**src/rtl/enc8b10b_serializer.sv**
```systemverilog
// 8b/10b encoder with running-disparity tracking, K-character support and a gapless
// bit serializer. Define SER_IDLE_COMMA_EN to fill idle time with K28.5 commas.
module enc8b10b_serializer #(
    parameter int unsigned NUM_BYTES = 2,
    parameter bit          A_FIRST   = 1'b1
) (
    input  logic                   i_Clk,
    input  logic                   i_Rst_n,
    input  logic [8*NUM_BYTES-1:0] i_Data,
    input  logic [NUM_BYTES-1:0]   i_K,
    input  logic                   i_Valid,
    output logic                   o_Ready,
    output logic                   o_Ser_Data,
    output logic                   o_Ser_Valid,
    output logic                   o_RD,
    output logic                   o_Code_Err
);

    localparam int unsigned     IDX_W    = (NUM_BYTES > 1) ? $clog2(NUM_BYTES) : 1;
    localparam logic [IDX_W-1:0] LAST_IDX = IDX_W'(NUM_BYTES - 1);
    localparam logic [7:0]      COMMA    = 8'hBC;

    typedef enum logic {IDLE, SHIFT} state_t;

    state_t                   state_q, state_d;
    logic [9:0]               sh_q, sh_d;
    logic [3:0]               bit_q, bit_d;
    logic [IDX_W-1:0]         byte_q, byte_d;
    logic [8*NUM_BYTES-1:0]   data_q, data_d;
    logic [NUM_BYTES-1:0]     k_q, k_d;
    logic                     rd_q, rd_d;
    logic                     err_q, err_d;
    logic                     valid_q, valid_d;
    logic                     ready_q, ready_d;

    logic                     accept, do_load, take_word, ld_k;
    logic [7:0]               ld_byte;
    logic [11:0]              enc;

    // 5b/6b code for RD- (abcdei, a in bit 5)
    function automatic logic [5:0] tbl6(input logic [4:0] x);
        case (x)
            5'd0:  return 6'b100111;  5'd1:  return 6'b011101;
            5'd2:  return 6'b101101;  5'd3:  return 6'b110001;
            5'd4:  return 6'b110101;  5'd5:  return 6'b101001;
            5'd6:  return 6'b011001;  5'd7:  return 6'b111000;
            5'd8:  return 6'b111001;  5'd9:  return 6'b100101;
            5'd10: return 6'b010101;  5'd11: return 6'b110100;
            5'd12: return 6'b001101;  5'd13: return 6'b101100;
            5'd14: return 6'b011100;  5'd15: return 6'b010111;
            5'd16: return 6'b011011;  5'd17: return 6'b100011;
            5'd18: return 6'b010011;  5'd19: return 6'b110010;
            5'd20: return 6'b001011;  5'd21: return 6'b101010;
            5'd22: return 6'b011010;  5'd23: return 6'b111010;
            5'd24: return 6'b110011;  5'd25: return 6'b100110;
            5'd26: return 6'b010110;  5'd27: return 6'b110110;
            5'd28: return 6'b001110;  5'd29: return 6'b101110;
            5'd30: return 6'b011110;  default: return 6'b101011;
        endcase
    endfunction

    // 3b/4b code for RD- (fghj); data and control tables differ
    function automatic logic [3:0] tbl4(input logic [2:0] y, input logic k);
        case (y)
            3'd0:    return 4'b1011;
            3'd1:    return k ? 4'b0110 : 4'b1001;
            3'd2:    return k ? 4'b1010 : 4'b0101;
            3'd3:    return 4'b1100;
            3'd4:    return 4'b1101;
            3'd5:    return k ? 4'b0101 : 4'b1010;
            3'd6:    return k ? 4'b1001 : 4'b0110;
            default: return k ? 4'b0111 : 4'b1110;
        endcase
    endfunction

    // Returns {code_err, rd_out, abcdei, fghj}
    function automatic logic [11:0] encode(input logic [7:0] d, input logic k, input logic rd);
        logic       legal, err, rd6, alt7;
        logic [7:0] dd;
        logic [5:0] c6;
        logic [3:0] c4;
        legal = (d[4:0] == 5'd28) || (d == 8'hF7) || (d == 8'hFB) || (d == 8'hFD) || (d == 8'hFE);
        err   = k && !legal;
        dd    = err ? COMMA : d;
        c6    = (k && dd[4:0] == 5'd28) ? 6'b001111 : tbl6(dd[4:0]);
        // D.7 is balanced but still has distinct RD-/RD+ forms
        if (rd && (($countones(c6) != 3) || (!k && dd[4:0] == 5'd7)))
            c6 = ~c6;
        rd6 = rd ^ ($countones(c6) != 3);
        if (k) begin
            c4 = tbl4(dd[7:5], 1'b1);
            if (rd6)
                c4 = ~c4;
        end else begin
            alt7 = rd6 ? (dd[4:0] == 5'd11 || dd[4:0] == 5'd13 || dd[4:0] == 5'd14)
                       : (dd[4:0] == 5'd17 || dd[4:0] == 5'd18 || dd[4:0] == 5'd20);
            c4 = (dd[7:5] == 3'd7 && alt7) ? 4'b0111 : tbl4(dd[7:5], 1'b0);
            if (rd6 && (($countones(c4) != 2) || dd[7:5] == 3'd3))
                c4 = ~c4;
        end
        return {err, rd6 ^ ($countones(c4) != 2), c6, c4};
    endfunction

    function automatic logic [9:0] orient(input logic [9:0] c);
        logic [9:0] r;
        for (int n = 0; n < 10; n++)
            r[n] = c[9-n];
        return A_FIRST ? c : r;
    endfunction

    always_ff @(posedge i_Clk) begin
        if (!i_Rst_n) begin
            state_q <= IDLE;
            sh_q    <= '0;
            bit_q   <= '0;
            byte_q  <= '0;
            data_q  <= '0;
            k_q     <= '0;
            rd_q    <= 1'b0;
            err_q   <= 1'b0;
            valid_q <= 1'b0;
            ready_q <= 1'b0;
        end else begin
            state_q <= state_d;
            sh_q    <= sh_d;
            bit_q   <= bit_d;
            byte_q  <= byte_d;
            data_q  <= data_d;
            k_q     <= k_d;
            rd_q    <= rd_d;
            err_q   <= err_d;
            valid_q <= valid_d;
            ready_q <= ready_d;
        end
    end

    always_comb begin
        state_d   = state_q;
        sh_d      = {sh_q[8:0], 1'b0};
        bit_d     = bit_q + 4'd1;
        byte_d    = byte_q;
        data_d    = data_q;
        k_d       = k_q;
        rd_d      = rd_q;
        err_d     = 1'b0;
        valid_d   = valid_q;
        do_load   = 1'b0;
        take_word = 1'b0;
        ld_byte   = COMMA;
        ld_k      = 1'b1;
        accept    = i_Valid && ready_q;

        case (state_q)
            IDLE: begin
`ifdef SER_IDLE_COMMA_EN
                do_load = 1'b1;
                byte_d  = LAST_IDX;
                state_d = SHIFT;
`else
                if (accept) begin
                    take_word = 1'b1;
                end else begin
                    sh_d    = '0;
                    bit_d   = '0;
                    valid_d = 1'b0;
                end
`endif
            end
            SHIFT: begin
                if (bit_q == 4'd9) begin
                    if (byte_q != LAST_IDX) begin
                        byte_d  = IDX_W'(byte_q + 1'b1);
                        do_load = 1'b1;
                        ld_byte = data_q[8*byte_d +: 8];
                        ld_k    = k_q[byte_d];
                    end else if (accept) begin
                        take_word = 1'b1;
                    end else begin
`ifdef SER_IDLE_COMMA_EN
                        do_load = 1'b1;
`else
                        state_d = IDLE;
                        sh_d    = '0;
                        bit_d   = '0;
                        valid_d = 1'b0;
`endif
                    end
                end
            end
            default: state_d = IDLE;
        endcase

        if (take_word) begin
            do_load = 1'b1;
            state_d = SHIFT;
            byte_d  = '0;
            data_d  = i_Data;
            k_d     = i_K;
            ld_byte = i_Data[7:0];
            ld_k    = i_K[0];
        end

        enc = encode(ld_byte, ld_k, rd_q);
        if (do_load) begin
            sh_d    = orient(enc[9:0]);
            rd_d    = enc[10];
            err_d   = enc[11];
            bit_d   = '0;
            valid_d = 1'b1;
        end

        ready_d = (state_d == SHIFT) && (bit_d == 4'd9) && (byte_d == LAST_IDX);
`ifndef SER_IDLE_COMMA_EN
        ready_d = ready_d || (state_d == IDLE);
`endif
    end

    assign o_Ready     = ready_q;
    assign o_Ser_Data  = sh_q[9];
    assign o_Ser_Valid = valid_q;
    assign o_RD        = rd_q;
    assign o_Code_Err  = err_q;

endmodule

```
**config.mk**
```make
export PLATFORM = sky130hd
export DESIGN_NAME = enc8b10b_serializer
export DESIGN_NICKNAME = d
export VERILOG_FILES = /design/src/rtl/enc8b10b_serializer.sv
export SDC_FILE = /design/constraint.sdc
export NUM_CORES = 1
export LEC_CHECK = 0
export CORE_ASPECT_RATIO = 1.2
export CORE_UTILIZATION = 30
export CTS_CLUSTER_DIAMETER = 40
export DETAILED_ROUTE_END_ITERATION = 8
export GPL_ROUTABILITY_DRIVEN = 0
export PLACE_DENSITY = 0.58
export SKIP_LAST_GASP = 1
export SLEW_MARGIN = 10
export SYNTH_ARGS = -nofsm -noshare
export SYNTH_HDL_FRONTEND = slang
export SYNTH_SLANG_ARGS = --single-unit
export TNS_END_PERCENT = 1
```
**constraint.sdc**
```tcl
create_clock -name i_Clk -period 16.75 [get_ports i_Clk]
set_clock_uncertainty 0.05 [all_clocks]
set_input_delay 3.35 -clock i_Clk [delete_from_list [all_inputs] [get_ports i_Clk]]
set_output_delay 3.35 -clock i_Clk [all_outputs]
set_load 0.05 [all_outputs]
```
# After elaboration in Yosys (flattened, before gate mapping)
# Memory sizes are Yosys's and may differ from the RTL's.
# Cells that the tools add are included.
dict set report word_totals {
  ff_bits 38
  rom_bits 192
  in_bits 21
  output_inout_bits 5
  wordCells 144
  n_memories 1
}
dict set report classes {
  add_sub_neg 18
  order_cmp 1
  n_eq_ne 28
  shifts 1
  n_mux 53
  bitwise 7
  n_reduce_logical 25
}
# name depth word_bits read_ports rd_clocked_by_memory_dff write_ports line
set memory_table {}
lappend memory_table {{(name not given)} 32 6 1 0 0 42} ;# case (x)
# operator n
set ops {}
lappend ops {{$pmux 4 s7} 2}
lappend ops {{$mux 10} 4}
lappend ops {{$mux 4} 10}
lappend ops {{$mux 8} 5}
lappend ops {{$eq 8x8->1 const B} 4}
lappend ops {{$mux 1} 26}
lappend ops {{$eq 5x5->1 const B} 5}
lappend ops {{$add 1x1->2} 10}
lappend ops {{$pmux 10 s2} 1}
lappend ops {{$shiftx 16x5->8} 1}
lappend ops {{$eq 5x4->1 const B} 3}
lappend ops {{$add 2x2->3} 4}
lappend ops {{$eq 3x3->1 const B} 4}
lappend ops {{$mux 6} 2}
lappend ops {{$logic_or 1x1->1} 11}
lappend ops {{$logic_and 1x1->1} 9}
lappend ops {{$add 3x2->4} 2}
lappend ops {{$eq 4x4->1 const B} 2}
lappend ops {{$ne 4x2->1 const B} 2}
lappend ops {{$not 4->4} 2}
lappend ops {{$pmux 4 s2} 1}
lappend ops {{$eq 3x2->1 const B} 2}
lappend ops {{$ne 3x1->1 const B} 2}
lappend ops {{$ne 3x2->1 const B} 2}
lappend ops {{other kinds (12)} 17}

# Longest topological paths before layout
# Gate-level depths: netlist of run 1.
dict set report depth {
  ltp_word 43
  ltp_mapped 57
  ltp_nobuf 55
}

# Worst setup path after synthesis of run 1
# OpenSTA, ideal clock, no wires.
dict set report synth_path {
  path_type {input to register}
  from {input i_Valid}
  to {register rd_q (netlist: o_RD)}
  setup_time_ns 0.115
  arrival_ns 14.292
  t_required_ns 16.585
  setup_slack_ns 2.293
  path_stages 52
  n_path_buf 2
  cell_sequence {nand2_2 > o31a_2 > a221o_2 > a31o_2 > buf_4 > nand2_1 > inv_1 > ha_1 > clkbuf_2 > o31ai_1 > a21oi_1 > nor2_1 > o22ai_1 > a21oi_1 > fa_1 > inv_1 > fa_1 > inv_1 > [16 not listed] > inv_1 > fa_1 > inv_1 > ha_1 > ha_1 > nand2_1 > a311oi_1 > nor3_2 > xor2_1 > o21a_1 > fa_1 > ha_1 > ha_1 > nor3b_1 > xnor2_1 > nand2_1 > xnor2_1 > and2_1}
}
dict set report synth_via {
  elab_chain_cells 43
  elab_cells_between_ends 85
  classes_between {16 x add/sub; 24 x eq/ne; 19 x mux; 5 x bitwise; 20 x reduce/logical; 1 x memory}
}
# element line
set synth_lines {}
lappend synth_lines {{start: declaration} 11} ;# input logic i_Valid,
lappend synth_lines {{$logic_and 1x1->1 (*)} 151} ;# accept = i_Valid && ready_q;
lappend synth_lines {{$mux 1 (*)} {160, 176}}
lappend synth_lines {{$mux 1} 171} ;# if (byte_q != LAST_IDX) begin
lappend synth_lines {{$mux 1} 170} ;# if (bit_q == 4'd9) begin
lappend synth_lines {{$pmux 1 s2 (*)} 153} ;# case (state_q)
lappend synth_lines {{parallel branches: the longest is 33 deep, another holds $mem_v2 32x6} -}
lappend synth_lines {{$mux 4 (*)} 90} ;# if (k) begin
lappend synth_lines {{net enc[0]} 38} ;# logic [11:0] enc;
lappend synth_lines {{$add 1x1->2 (not written as such) (*)} 101} ;# return {err, rd6 ^ ($countones(c4) != 2), c6, c4};
lappend synth_lines {{$add 2x2->3 (not written as such) (*)} 101}
lappend synth_lines {{$ne 3x2->1 (*)} 101}
lappend synth_lines {{$xor 1x1->1 (*)} 101}
lappend synth_lines {{end signal: assignment} 130} ;# rd_q <= rd_d;
lappend synth_lines {{end: declaration} 31} ;# logic rd_q, rd_d;
# Mark *: on every way through the listed nets, which the timed path passes. The select of a mux whose other input is x is not followed.
# A chain may end at the register's enable or synchronous reset.

# Worst setup path in the final report of run 1
dict set report layout_path {
  from {input i_Valid}
  to {register rd_q (netlist: o_RD)}
}
dict set report layout_via {
  elab_chain_cells 43
  elab_cells_between_ends 85
  classes_between {16 x add/sub; 24 x eq/ne; 19 x mux; 5 x bitwise; 20 x reduce/logical; 1 x memory}
}
# element line
set layout_lines {}
lappend layout_lines {{$logic_and 1x1->1 (*)} 151}
lappend layout_lines {{$mux 1 (*)} {160, 176}}
lappend layout_lines {{$mux 1} 171}
lappend layout_lines {{$mux 1} 170}
lappend layout_lines {{$pmux 1 s2 (*)} 153}
lappend layout_lines {{parallel branches: the longest is 38 deep, another holds $mem_v2 32x6} -}
# Every way passes the cells marked *. The select of a mux whose other input is x is not followed.

==> results.yml, run 1 <==
sta:
  final.period_utilization_pct: 92.5
  fin_tns_setup_ns: 0
  tightestPinTransition_ns: 0.773
  tightest_slew_margin_relative_to_the_limit_pct: 48.3
  setup_viol_count_final: 0
  final_max_slew_viol_count: 0
  hold_viol_final: 0
  grt_setup_unrepaired: "false"
  achievable-frequency_ghz: 0.0646
  minimum_period_implied_by_the_final_worst_setup_slack_ns: 15.49
  final_hold_slack_ns: 0.391
synthesis:
  synthesis.area_um2: 2720
  synth-async-reset-ratio_pct: 0
  synth_seq_cells: 29
  synthDominantCellAreaShare_pct: 21.3
  synthDominantAreaCellType: "sky130_fd_sc_hd__dfxtp_1"
  synth-compound-area-share_pct: 27.2
  synthesis.instances: 349
  fraction_of_synthesized_cell_area_in_xor_and_xnor_cells_pct: 7.72
  ys_top_cells_by_area: "sky130_fd_sc_hd__dfxtp_1, sky130_fd_sc_hd__nand2_1, sky130_fd_sc_hd__ha_1"
  top_post_synthesis_cells_by_count: "sky130_fd_sc_hd__nand2_1, sky130_fd_sc_hd__nor2_1, sky130_fd_sc_hd__dfxtp_1, sky130_fd_sc_hd__inv_1, sky130_fd_sc_hd__a21oi_1"
  syn_nets: 393
  synth_top_family_by_area: "compound AO/OA/AOI/OAI gates"
  yosys-mux-area-fraction_pct: 1.15
  synth-edff-count: 0
  yosysWarningCount: 0
  avgSynthCellArea_um2: 7.80
  post_synth_and_or_nand_nor_area_fraction_pct: 24.4
  ys_seq_area_share_pct: 21.3
  yosysMostFrequentCell: "sky130_fd_sc_hd__nand2_1"
  ys.flop_type: "sky130_fd_sc_hd__dfxtp_1"
  post_synth_fa_ha_maj_area_fraction_pct: 12.5
  ys_types: 64
detailed_routing:
  via_per_inst: 5.39
  drtIter0Drc: 274
  detail-route-antenna-nets: 0
  avgRoutedWirePerCell_um: 14.2
  route.detailed.drc: 0
  dr_total_vias: 2619
  drt_pass1_iterations: 8
  final_routed_wirelength_across_all_metal_layers_um: 6890
layout:
  layout.area.seq_um2: 581
  area_delta_synth_final_pct: 16.2
  final_core_density_pct: 36.3
  multi_input_area_um2: 1990
  drive_above_1_share_pct: 7.86
  layout.nets: 412
  layout_filler_cell_count: 964
  antenna_cells: 0
clock_network:
  post-cts-setup-buffers: 0
  cts_tree: "done"
  ctsHtreeMaxLevel: 2
  hold_buffers: 0
  post_cts.resized_instances: 0
  clock_sink_total: 29
  cts-buffers-inserted: 5
  clkSlewWorstSetupHoldPaths_ns: 0.06
  clk_latency_ns: 0.28
  cts.path.max_buffers: 2
  cts-root-buf: "sky130_fd_sc_hd__clkbuf_8"
setup_path:
  slowest_delay_ns: 0.57
  critPathArrivalTime_ns: 15.61
  critical_path.reg2reg.endpoint: "o_RD"
  ff2ff_path_depth: 49
  critical_path_class: "in -> reg"
  worstReg2RegStart: "byte_q"
  cp_data_required_time_ns: 16.87
  worst_path_max_delay_cell: "sky130_fd_sc_hd__fa_1"
  critical_path.startpoint_type: "input pin"
  crit_path_end_kind: "register"
  crit_path_frequent_cell: "sky130_fd_sc_hd__ha_1"
  max_fanout_on_critical_path: 10
  setup.reg_to_reg.worst_slack_ns: 4.25
power:
  fin_total_pwr_uw: 343
  power.leakage_uw: 0.00121
  vdd_ir_drop_max_mv: 0.0356
  p_per_area_nw_per_um2: 108
floorplan:
  die-area_um2: 9460
  fp-row-count: 37
  fp.coreArea_um2: 8700
  ioPinCount: 26
  initial_standard_cell_utilization_of_the_core_pct: 31.3
  overall_die_width_um: 88.9
  chipHeight_um: 106
grt:
  via_count_of_the_first_global_routing_pass: 2526
  groute.layer.met2.usage_pct: 26.2
  grt_usage_pct: 16.0
  grt_antenna_before_repair: 0
  global_route.usage.met3_pct: 2.87
  grt_max_degree: 19
  wire_length_of_the_first_global_routing_pass_um: 11900
  groute.layer.met1.usage_pct: 20.4
  gr-total-overflow: 0
  grt_busiest_layer: "met2"
placement:
  port-buffer-count: 25
  place.detailed.hpwl_um: 5530
worst_hold_path:
  hold_path_depth: 2
  min_delay_worst_endpoint: "sh_q[4]"
  hold_class: "reg -> reg"
  worstHoldStart: "sh_q[3]"
status:
  run_status: "finished, final reports clean"
flow_run:
  cap_viol_max_count: 0
-- worst max-delay path: cells and delay by family --
family | cells | cell delay, ns
adder cells (fa/ha/maj) | 15 | 5.44
AND/OR/NAND/NOR | 13 | 2.50
AO/OA/AOI/OAI | 10 | 2.45
XOR/XNOR | 5 | 1.04
buffers and inverters | 7 | 0.82
-- power by group --
part | leakage, µW | switching, µW | internal, µW
clock | 0.0000585 | 26.2 | 48.4
combinational | 0.000916 | 107 | 84.2
sequential | 0.000236 | 3.25 | 73.5
total | 0.00121 | 137 | 206
-- layout by cell type, fill, tap and decap left out, types with 9 or more instances in the layout --
cell type / synthesis / final
sky130_fd_sc_hd__dfxtp_1: 29 / 29
sky130_fd_sc_hd__nor2_1: 30 / 30
sky130_fd_sc_hd__xnor2_1: 14 / 14
sky130_fd_sc_hd__a22o_1: 9 / 9
sky130_fd_sc_hd__o21ai_0: 10 / 10
sky130_fd_sc_hd__a21boi_0: 10 / 10
sky130_fd_sc_hd__clkdlybuf4s50_1: 0 / 25
sky130_fd_sc_hd__xor2_1: 10 / 10
sky130_fd_sc_hd__a21oi_1: 17 / 17
sky130_fd_sc_hd__ha_1: 16 / 16
sky130_fd_sc_hd__nand2_1: 54 / 54
sky130_fd_sc_hd__inv_1: 18 / 18
-- registers in the layout, summed over array words and instances (netlist names) --
name / count
byte_q: 1
bit_q: 4
o_Code_Err: 1
o_RD: 1
data_q: 8
k_q: 1
o_Ser_Valid: 1
o_Ready: 1
sh_q: 10
state_q: 1
-- worst max path at each step --
| stage | from | endpoint | slack (ns) | depth (start not counted) |
|---|---|---|---|---|
| after floorplan | i_Valid | o_RD | 2.29 | 52 |
| after global placement | i_Valid | o_RD | 1.10 | 50 |
| after detailed placement | i_Valid | o_RD | 0.99 | 50 |
| after CTS | i_Valid | o_RD | 1.23 | 51 |
| after global routing | i_Valid | o_RD | 0.37 | 52 |
| final | i_Valid | o_RD | 1.26 | 50 |
-- per-stage QoR --
stage	setup slack [ns]	instance area (µm²)	instances
floorplan	2.29	2720	349
global placement	1.10	3050	478
detailed placement	0.989	3050	478
finish	1.26	3160	486
CTS	1.23	3160	486
global route	0.368	3160	486
-- routing by layer --
layer,wire length (µm),share of wire [%]
met4,221,3.2
met3,339,4.9
met2,3350,49
met5,0,0
met1,2970,43
-- logic make-up (layout without fill, tap and decap cells) --
family | after synthesis | in the layout
compound gates | 98 | 98
xor+xnor | 24 | 24
fa+ha+maj | 23 | 23
buf+inv | 33 | 53
flops | 29 | 29
mux | 3 | 3
simple gates | 139 | 139
-- area by class of cell --
type / instances / area share, %
Multi-Input combinational cell: 287 / 62.8
Clock inverter: 1 / 0.950
Inverter: 18 / 2.14
Sequential cell: 29 / 18.4
Timing Repair Buffer: 27 / 8.39
Clock buffer: 7 / 2.73
Tap cell: 117 / 4.63
No activity file was read; power rests on OpenSTA's default activity.
==> inputs of run 2 (changes only) <==
--- a/config.mk
+++ b/config.mk
@@ -9,7 +9,6 @@
 export CORE_UTILIZATION = 30
 export CTS_CLUSTER_DIAMETER = 40
 export DETAILED_ROUTE_END_ITERATION = 8
-export GPL_ROUTABILITY_DRIVEN = 0
 export PLACE_DENSITY = 0.58
 export SKIP_LAST_GASP = 1
 export SLEW_MARGIN = 10
==> results.yml, run 2 (synthesis results as in run 1) <==
detailed_routing:
  avgRoutedWirePerCell_um: 14.4
  drt_pass1_iterations: 4
  via_per_inst: 5.26
  dr_total_vias: 2555
  detail-route-antenna-nets: 0
  route.detailed.drc: 0
  final_routed_wirelength_across_all_metal_layers_um: 7010
  drtIter0Drc: 87
setup_path:
  max_fanout_on_critical_path: 10
  crit_path_end_kind: "register"
  slowest_delay_ns: 0.58
  critical_path_class: "in -> reg"
  setup.reg_to_reg.worst_slack_ns: 4.27
  worst_path_max_delay_cell: "sky130_fd_sc_hd__fa_1"
  crit_path_frequent_cell: "sky130_fd_sc_hd__ha_1"
  critical_path.startpoint_type: "input pin"
  cp_data_required_time_ns: 16.88
  critPathArrivalTime_ns: 15.64
sta:
  tightest_slew_margin_relative_to_the_limit_pct: 41.6
  minimum_period_implied_by_the_final_worst_setup_slack_ns: 15.51
  final.period_utilization_pct: 92.6
  hold_viol_final: 0
  fin_tns_setup_ns: 0
  final_max_slew_viol_count: 0
  grt_setup_unrepaired: "false"
  achievable-frequency_ghz: 0.0645
  tightestPinTransition_ns: 0.874
  timing.final.ws_setup_ns: 1.24
  setup_viol_count_final: 0
floorplan:
  chipHeight_um: 106
  initial_standard_cell_utilization_of_the_core_pct: 31.3
  ioPinCount: 26
  die-area_um2: 9460
  fp.coreArea_um2: 8700
  overall_die_width_um: 88.9
  fp-row-count: 37
grt:
  wire_length_of_the_first_global_routing_pass_um: 12300
  grt_max_degree: 19
  grt_antenna_before_repair: 0
  via_count_of_the_first_global_routing_pass: 2595
  grt_usage_pct: 16.5
  gr-total-overflow: 0
clock_network:
  cts-buffers-inserted: 5
  cts.path.max_buffers: 2
  clkSlewWorstSetupHoldPaths_ns: 0.06
  clk_latency_ns: 0.29
  hold_buffers: 0
  cts_tree: "done"
  ctsHtreeMaxLevel: 2
  post-cts-setup-buffers: 0
  clock_sink_total: 29
  cts-root-buf: "sky130_fd_sc_hd__clkbuf_8"
  post_cts.resized_instances: 0
placement:
  port-buffer-count: 25
  place.detailed.hpwl_um: 5580
  preCtsSetupSlack_ns: 0.934
  place.gp.congestion: 0.912
layout:
  largest_register_ff_count: 10
  layout_filler_cell_count: 977
  final_common_cell: "sky130_fd_sc_hd__nand2_1"
  drive_above_1_share_pct: 8.13
  antenna_cells: 0
  layout_common_cells: "sky130_fd_sc_hd__nand2_1, sky130_fd_sc_hd__nor2_1, sky130_fd_sc_hd__dfxtp_1"
  reg.largest.list: "sh_q x10, data_q x8, bit_q x4"
  area_delta_synth_final_pct: 15.6
  largest_register: "sh_q"
  layout.nets: 412
power:
  power.leakage_uw: 0.00121
  p_per_area_nw_per_um2: 106
  vdd_ir_drop_max_mv: 0.0458
status:
  run_status: "finished, final reports clean"
flow_run:
  cap_viol_max_count: 0
worst_hold_path:
  hold_class: "reg -> reg"
[run 2: power breakdown]
| group | switching, µW | internal (µW) | total [µW] |
|---|---|---|---|
| clock network | 27.8 | 37.1 | 64.9 |
| registers | 3.27 | 73.4 | 76.7 |
| logic | 106 | 84.8 | 191 |
| total | 137 | 195 | 333 |
[run 2: path summary, 6_finish.rpt]
kind | from | endpoint | cells past startpoint
max | i_Valid | o_RD | 52
min reg2reg | sh_q[3] | sh_q[4] | 2
min | sh_q[3] | sh_q[4] | 2
max reg2reg | state_q | o_RD | 52
[run 2: per-stage QoR]
stage / hold slack (ns) / cell area, µm² / utilization [%] / total power [µW] / std cells
global route: 0.406 / 3150 / 36.2 / 367 / 486
global placement: 0.371 / 3050 / 35.0 / 265 / 478
CTS: 0.387 / 3150 / 36.2 / 334 / 486
floorplan: 0.351 / 2720 / - / 226 / 349
finish: 0.380 / 3150 / 36.2 / 333 / 486
detailed placement: 0.374 / 3050 / 35.0 / 267 / 478
[run 2: critical path: cells and delay by family]
kind,cells,cell delay (ns)
compound gates,11,2.52
xor+xnor,5,0.94
fa+ha+maj,15,5.42
buf+inv,8,1.07
simple gates,13,2.30
[run 2: final cells by class]
cell class | count | area [µm²] | area share [%]
multi-input combinational | 287 | 1990 | 63.1
clock buffer | 7 | 96.3 | 3.06
inverter | 18 | 67.6 | 2.15
sequential | 29 | 581 | 18.4
tap | 117 | 146 | 4.65
clock inverter | 1 | 5.00 | 0.159
timing repair buffer | 27 | 265 | 8.43
[run 2: metal layers]
metal | global-route usage [%] | share of wire (%) | vias to the layer above
met5 | 0 | 0 | -
met4 | 6.46 | 2.2 | 0
met3 | 2.95 | 3.8 | 13
met2 | 28.7 | 49 | 59
met1 | 19.8 | 45 | 1197
li1 | - | - | 1286
